==> src/rtl/sel_reduce_pkg.sv <==
// Shared types and width helpers for the sel_reduce_reg block.
// An entry is packed as {mode, a, b}.
package sel_reduce_pkg;

  typedef enum logic [1:0] {
    MODE_AND  = 2'b00,
    MODE_OR   = 2'b01,
    MODE_HOLD = 2'b10,
    MODE_SET  = 2'b11
  } mode_e;

  localparam int MODE_W = 2;

  function automatic int entry_w(input int w);
    return MODE_W + 2 * w;
  endfunction

endpackage

==> src/rtl/sel_reduce_fifo2.sv <==
// Two-entry in-order FIFO with push/pop, occupancy, full and empty flags.
// A push while full and a pop while empty are ignored.
module sel_reduce_fifo2 #(
  parameter int W = 18
) (
  input  logic         clk,
  input  logic         rst,
  input  logic         push,
  input  logic         pop,
  input  logic [W-1:0] wdata,
  output logic [W-1:0] head,
  output logic [1:0]   occupancy,
  output logic         full,
  output logic         empty
);

  logic [W-1:0] mem [2];
  logic         rd_ptr;
  logic         wr_ptr;
  logic [1:0]   count;
  logic         push_ok;
  logic         pop_ok;

  assign full      = (count == 2'd2);
  assign empty     = (count == 2'd0);
  assign occupancy = count;
  assign head      = mem[rd_ptr];
  assign push_ok   = push && !full;
  assign pop_ok    = pop && !empty;

  always_ff @(posedge clk) begin
    if (rst) begin
      mem[0] <= '0;
      mem[1] <= '0;
      rd_ptr <= 1'b0;
      wr_ptr <= 1'b0;
      count  <= 2'd0;
    end else begin
      if (push_ok) begin
        mem[wr_ptr] <= wdata;
        wr_ptr      <= ~wr_ptr;
      end
      if (pop_ok) begin
        rd_ptr <= ~rd_ptr;
      end
      case ({push_ok, pop_ok})
        2'b10:   count <= count + 2'd1;
        2'b01:   count <= count - 2'd1;
        default: count <= count;
      endcase
    end
  end

endmodule

==> src/rtl/sel_reduce_reg.sv <==
// Reduces NCH channels per mode into an (a, b) pair and buffers results
// in a 2-entry FIFO; b_hold carries the previous accepted out_b forward.
module sel_reduce_reg
  import sel_reduce_pkg::*;
#(
  parameter int W     = 8,
  parameter int NCH   = 4,
  parameter int CNT_W = 16
) (
  input  logic             clk,
  input  logic             rst,
  input  logic             in_valid,
  output logic             in_ready,
  input  logic [1:0]       in_mode,
  input  logic [NCH*W-1:0] in_data,
  output logic             out_valid,
  input  logic             out_ready,
  output logic [W-1:0]     out_a,
  output logic [W-1:0]     out_b,
  output logic [1:0]       out_mode,
  output logic [CNT_W-1:0] txn_cnt
);

  localparam int EW = entry_w(W);

  // Handshakes: a transfer happens on a rising edge where valid && ready;
  // valid never depends on ready, and data is held stable while valid && !ready.
  logic          push;
  logic          pop;
  logic          fifo_full;
  logic          fifo_empty;
  logic [1:0]    fifo_occ;
  logic [EW-1:0] fifo_head;
  logic [EW-1:0] new_entry;
  logic [W-1:0]  b_hold;
  logic [W-1:0]  and_all;
  logic [W-1:0]  or_all;
  logic [W-1:0]  calc_a;
  logic [W-1:0]  calc_b;
  mode_e         mode;

  assign mode      = mode_e'(in_mode);
  assign in_ready  = !fifo_full && !rst;
  assign push      = in_valid && in_ready;
  assign out_valid = !fifo_empty;
  assign pop       = out_valid && out_ready;

  always_comb begin
    and_all = '1;
    or_all  = '0;
    calc_a  = '0;
    calc_b  = '0;
    for (int i = 0; i < NCH; i++) begin
      and_all = and_all & in_data[i*W +: W];
      or_all  = or_all | in_data[i*W +: W];
    end
    case (mode)
      MODE_AND:  calc_a = and_all;
      MODE_OR:   calc_b = or_all;
      MODE_HOLD: calc_b = b_hold;
      MODE_SET:  calc_a = '1;
      default: begin
        calc_a = '0;
        calc_b = '0;
      end
    endcase
  end

  assign new_entry = {in_mode, calc_a, calc_b};

  always_ff @(posedge clk) begin
    if (rst) begin
      b_hold  <= '0;
      txn_cnt <= '0;
    end else begin
      // Loaded on every accepted transaction, so HOLD re-stores its own value.
      if (push) begin
        b_hold <= calc_b;
      end
      if (pop && (txn_cnt != {CNT_W{1'b1}})) begin
        txn_cnt <= txn_cnt + 1'b1;
      end
    end
  end

  sel_reduce_fifo2 #(
    .W(EW)
  ) u_fifo (
    .clk       (clk),
    .rst       (rst),
    .push      (push),
    .pop       (pop),
    .wdata     (new_entry),
    .head      (fifo_head),
    .occupancy (fifo_occ),
    .full      (fifo_full),
    .empty     (fifo_empty)
  );

  assign out_mode = fifo_empty ? 2'b00 : fifo_head[EW-1 -: 2];
  assign out_a    = fifo_empty ? '0 : fifo_head[2*W-1 -: W];
  assign out_b    = fifo_empty ? '0 : fifo_head[W-1:0];

endmodule

==> config.mk <==
export PLATFORM = sky130hd
export DESIGN_NAME = sel_reduce_reg
export DESIGN_NICKNAME = d
export VERILOG_FILES = /design/src/rtl/sel_reduce_pkg.sv /design/src/rtl/sel_reduce_fifo2.sv /design/src/rtl/sel_reduce_reg.sv
export SDC_FILE = /design/constraint.sdc
export NUM_CORES = 1
export LEC_CHECK = 0
export BUFFER_PORTS_ARGS = -buffer_cell sky130_fd_sc_hd__buf_2
export CAP_MARGIN = 30
export CORE_AREA = 2 2 85 87
export DETAILED_ROUTE_END_ITERATION = 8
export DIE_AREA = 0 0 87 89
export GPL_ROUTABILITY_DRIVEN = 0
export PLACE_DENSITY = 0.75
export SYNTH_ARGS = -nofsm -noshare
export SYNTH_HDL_FRONTEND = slang
export SYNTH_SLANG_ARGS = --single-unit
==> constraint.sdc <==
create_clock -name clk -period 2.7 [get_ports clk]
set_input_delay 0.54 -clock clk [delete_from_list [all_inputs] [get_ports clk]]
set_output_delay 0.54 -clock clk [all_outputs]
set_load 0.03 [all_outputs]
# == Word level (Yosys, flattened, before mapping) ==
# Memories as Yosys holds them, arrays and structs flattened. A register that Yosys moved wholly into a read port is not among the register bits.
# Cells that the tools add are included.
# op_classes
addsub,3
n_eq_ne,7
muxes,16
bitwise,8
reduce_logical,13
# ops
op,n
8-bit case mux with 2 select lines,2
8-bit bitwise AND,3
8-bit bitwise OR,3
18-bit 2-to-1 mux,1
18-bit OR reduction,1
"16-bit by 1-bit adder with 16-bit output, second input constant",1
8-bit 2-to-1 mux,2
"16-bit != test, second input constant",1
1-bit 2-to-1 mux,9
"2-bit equality test, second input constant",4
1-bit logical AND,6
"2-bit by 1-bit equality test with 1-bit output, second input constant",2
2-bit logical NOT,2
2-bit case mux with 2 select lines,1
1-bit logical NOT,3
"2-bit by 1-bit adder with 2-bit output, second input constant",1
2-bit 2-to-1 mux,1
1-bit NOT,2
2-bit nonzero test,1
"2-bit by 1-bit subtractor with 2-bit output, second input constant",1
# totals
register_bits,28
mem_bits_rw,36
input_bits,38
output_inout_bits,36
word_cells,53
memories,1
# mem_list
memory,depth,word_bits,rd,rd_ports_with_merged_regs,wr,line_no,rtl
u_fifo.mem,2,18,1,1,2,sel_reduce_fifo2.sv:17,logic [W-1:0] mem [2];

# == Logic depth before layout (Yosys ltp) ==
# depth
depth_word,10
depth_mapped,8
mapped_depth_nobuf,6

# == Modules after synthesis ==
# From an unflattened synthesis, not the netlist that was laid out.
# hier_totals
hier_cells,349
area_unflattened_um2,3539.6
# modules_own_cells
module,n_inst,cells_each,area_per_inst_um2,seq_area_each_um2
sel_reduce_fifo2,1,142,1825.5,1181.1
sel_reduce_reg,1,207,1714.1,480.5

# == Least setup slack after synthesis ==
# No wires, ideal clock.
# synth_timing
kind,input to register
from,input port rst
to,memory u_fifo.mem[0][0] (enable)
setup_ns,0.418
arrival_ns,2.347
t_required_ns,2.282
path_slack_ns,-0.066
stages,4
n_path_buf,1
cell_sequence,inv_1 > o211ai_1 > clkbuf_1 > o21ai_0
# synth_rtl
element,line_no,rtl
from (decl),sel_reduce_reg.sv:11,"input logic rst,"
to (decl),sel_reduce_fifo2.sv:17,

# == Worst setup path after layout ==
# layout_timing
from,"register u_fifo.count[1], in the netlist u_fifo.occupancy[1]"
to,"register u_fifo.count[1], in the netlist u_fifo.occupancy[1]"
# layout_between
elab_chain_len,7
word_cells_on_any_way,15
classes_between,add/sub (2); eq/ne (3); mux (1); reduce/logical (9)
# layout_lines
element,line_no,rtl
from (decl),sel_reduce_fifo2.sv:20,logic [1:0] count;
from (signal assigned),sel_reduce_fifo2.sv:47,2'b10: count <= count + 2'd1;
from (signal assigned),sel_reduce_fifo2.sv:48,2'b01: count <= count - 2'd1;
from (signal assigned),sel_reduce_fifo2.sv:49,default: count <= count;
2-bit equality test,sel_reduce_fifo2.sv:24,assign full = (count == 2'd2);
1-bit logical NOT,"sel_reduce_fifo2.sv:28, sel_reduce_reg.sv:43",
1-bit logical AND,sel_reduce_reg.sv:43,assign in_ready = !fifo_full && !rst;
1-bit logical AND,sel_reduce_reg.sv:44,assign push = in_valid && in_ready;
1-bit logical AND,sel_reduce_fifo2.sv:28,assign push_ok = push && !full;
2-bit by 1-bit equality test with 1-bit output or 2-bit equality test (tied branches),sel_reduce_fifo2.sv:46,"case ({push_ok, pop_ok})"
2-bit case mux with 2 select lines or 2-bit nonzero test (tied branches),n/a,
# Several ways; a longest one is shown, not always the timed one.
# A chain may end at the register's enable or synchronous reset.

==> summary.md <==
| Metric | Value |
|---|---|
| Asr flop ratio synth | `0%` |
| Initial antenna violation count | `0` |
| Post-route clock skew | `0.0120 ns` |
| Pin count of the biggest net entering global routing | `33` |
| Layout cells sized above 1 | `26.8%` |
| DR vias/cell | `5.71` |
| Post-synthesis cell count | `319` |
| Post-cts hold buffer count | `0` |
| Unrepaired setup endpoints after global routing | `false` |
| CP Cell Sequence | `inv_1 -> o211ai_1 -> ha_1 -> or3_1 -> a21oi_1` |
| Clock root buffer | `clkbuf_8` |
| Synth top area cells | `edfxtp_1 (34%), dfxtp_1 (18%), mux2i_1 (5.6%), nor2_1 (5.4%), a21oi_1 (3.3%)` |
| Min cycle time layout | `2.12 ns` |
| Clk_lat worst skew | `0.34 ns` |
| Global-route wire length before repair | `12000 um` |
| Arrival time worst endpoint | `2.39 ns` |
| Prevailing post-synth register cell | `edfxtp_1` |
| CP max FO | `10` |
| Pwr per Cell Area | `751 mW/mm2` |
| EDFF count, synth | `36` |
| Flop2flop setup slack | `0.58 ns` |
| DRC Markers | `0` |
| WL/cell | `15.8 um` |
| Crit end category | `flip-flop` |
| # IOs | `74` |
| GRT Total Usage | `20.3%` |
| Register area share after synthesis | `51.8%` |
| Initial Util | `47.7%` |
| Placed Area | `0.00368 mm2` |
| YS warnings | `0` |
| Final WL | `7560 um` |
| Outcome | `finished clean` |
| Mapped Area | `0.00321 mm2` |
| Area leader, netlist | `edfxtp_1` |
| CP peak stage delay | `0.67 ns` |
| RR Startpoint | `u_fifo.occupancy[1]` |
| Core area | `0.00672 mm2` |
| Port Buffers | `73` |
| Die footprint | `0.00774 mm2` |
| Hold depth | `2` |
| Site row count | `30` |
| Synth top cells by count | `nor2_1 (46), edfxtp_1 (36), dfxtp_1 (29)` |
| CP required | `2.97 ns` |
| Final hold vios | `0` |
| Hold Crit Class | `flip-flop to flip-flop` |
| Worst vdd ir | `0.000354 V` |
| Syn avg cell area | `10.0 um2` |
| Max-slew violations | `0` |
| Cell with the most instances after synthesis | `nor2_1` |
| Maxcap violations | `0` |
| CTS H-tree depth | `3` |
| Fin nets | `438` |
| Reg2Reg Depth | `5` |
| Syn nets | `363` |
| # diodes | `0` |
| Endpoint of the worst hold path | `b_hold[1]` |
| PostCTS Resize Cnt | `0` |
| HPWL Detailed | `5320 um` |
| Via count | `2737` |
| Final setup viols | `0` |
| Cell variety after synth | `43` |
| Synth top area share | `33.7%` |
| 1st-iter DRT viols | `181` |
| Register bit total from synthesis | `65` |
| Period utilisation layout | `78.6%` |
| Post-route setup TNS | `0 ns` |
| 1st-pass router iterations | `4` |
| Multi-input gate area | `0.00143 mm2` |
| TritonCTS clock tree | `done` |
| # fillers | `595` |
| Post-CTS Setup Inserts | `0` |
| Clock Sinks | `65` |
| Worst hold slack | `0.456 ns` |
| GR Overflow Total | `0` |
| Slew margin rel. | `45.9%` |
| Slowest CP cell | `o211ai_1` |
| Final instance area | `0.00389 mm2` |
| CTS max path bufs | `2` |
| Slew @ Worst Pin | `0.808 ns` |
| Storage element area | `0.00166 mm2` |
| Clock transition at path regs | `0.07 ns` |
| CP bufs+invs | `1` |
| Die width | `87 um` |
| Die span in y | `89 um` |
| CTS Buf Count | `9` |
| Antenna-violating nets left | `0` |
| Dpl ws | `0.519 ns` |
| Top Family by Delay on Critical Path | `compound AO/OA/AOI/OAI gates` |
| Critical path class | `flip-flop to flip-flop` |
| Min-delay src | `b_hold[1]` |
| Fmax | `0.471 GHz` |
| Startpoint types | `flip-flop` |
| Final worst slack | `0.578 ns` |
| Vias in the first global route | `2618` |
| Syn-to-layout area delta | `21.5%` |
| Worst reg2reg endpoint | `u_fifo.occupancy[1]` |
| LEAKAGE | `1.55 nW` |
placed cells by master, fill, tap and decap left out, drive strengths merged, types with 9 or more instances in the layout:
| cell | netlist | routed |
|---|---|---|
| a21oi | 21 | 21 |
| buf | 10 | 85 |
| clkbuf | 11 | 9 |
| dfxtp | 29 | 29 |
| edfxtp | 36 | 36 |
| mux2i | 18 | 18 |
| nand2 | 21 | 21 |
| nor2 | 46 | 46 |
| nor3 | 11 | 11 |
| nor4 | 11 | 11 |
| o41ai | 10 | 10 |
worst max path at each step:
stage                     depth (start not counted)                   to           startpoint  slack (ns)
after detailed placement                          6  u_fifo.occupancy[1]                  rst        0.52
after global placement                            6  u_fifo.occupancy[1]                  rst        0.60
after floorplan                                   4     u_fifo.mem[0][0]                  rst        0.42
after CTS                                         5  u_fifo.occupancy[1]  u_fifo.occupancy[1]        0.57
after global routing                              5  u_fifo.occupancy[1]  u_fifo.occupancy[1]        0.43
final                                             5  u_fifo.occupancy[1]  u_fifo.occupancy[1]        0.58
flip-flops by register name (all words and copies together), names as in the netlist, named ones only:
| signal | count |
|---|---|
| b_hold | 8 |
| u_fifo.rd_ptr | 1 |
| u_fifo.mem | 36 |
| u_fifo.occupancy | 2 |
| u_fifo.wr_ptr | 1 |
| txn_cnt | 16 |
where the power goes:
group | internal [mW] | total, mW | switching (mW)
clock | 0.519 | 0.909 | 0.390
combinational | 0.268 | 0.838 | 0.570
sequential | 1.13 | 1.18 | 0.0539
worst min-delay path, delay by kind of cell (launching register included):
kind / cells / cell delay, ns
flip-flops: 1 / 0.31
AO/OA/AOI/OAI: 1 / 0.05
AND/OR/NAND/NOR: 1 / 0.05
routing by layer:
| metal | up-vias | share of wire (%) | track usage, % |
|---|---|---|---|
| li1 | 1353 | - | - |
| met3 | 11 | 5.1 | 3.14 |
| met5 | - | 0 | 0 |
| met2 | 93 | 50 | 36.7 |
| met1 | 1280 | 43 | 23.8 |
| met4 | 0 | 1.9 | 9.09 |
area by class of cell:
class	count	area share [%]
clock inverter	7	2.41
multi-input combinational	225	36.7
tap	80	2.57
timing repair buffer	85	11.7
inverter	8	0.771
sequential	65	42.7
clock buffer	9	3.18
through the flow:
stage                     utilization (%)  instances  power, mW
final                                58.0        479       2.93
after global routing                 58.0        479       3.05
after CTS                            58.0        479       2.94
after detailed placement             54.7        463       2.04
after global placement               54.7        463       2.02
after floorplan                         -        319       1.78
cells by family (layout without fill, tap and decap cells):
family | after synthesis | count (layout) | synth area share (%)
buffers and inverters | 29 | 109 | 3.55
AND/OR/NAND/NOR | 129 | 129 | 21.2
multiplexers | 21 | 21 | 6.67
adder cells (fa/ha/maj) | 6 | 6 | 2.34
XOR/XNOR | 4 | 4 | 1.09
flip-flops | 65 | 65 | 51.8
AO/OA/AOI/OAI | 65 | 65 | 13.3
Power figures use the tool's default switching activity.
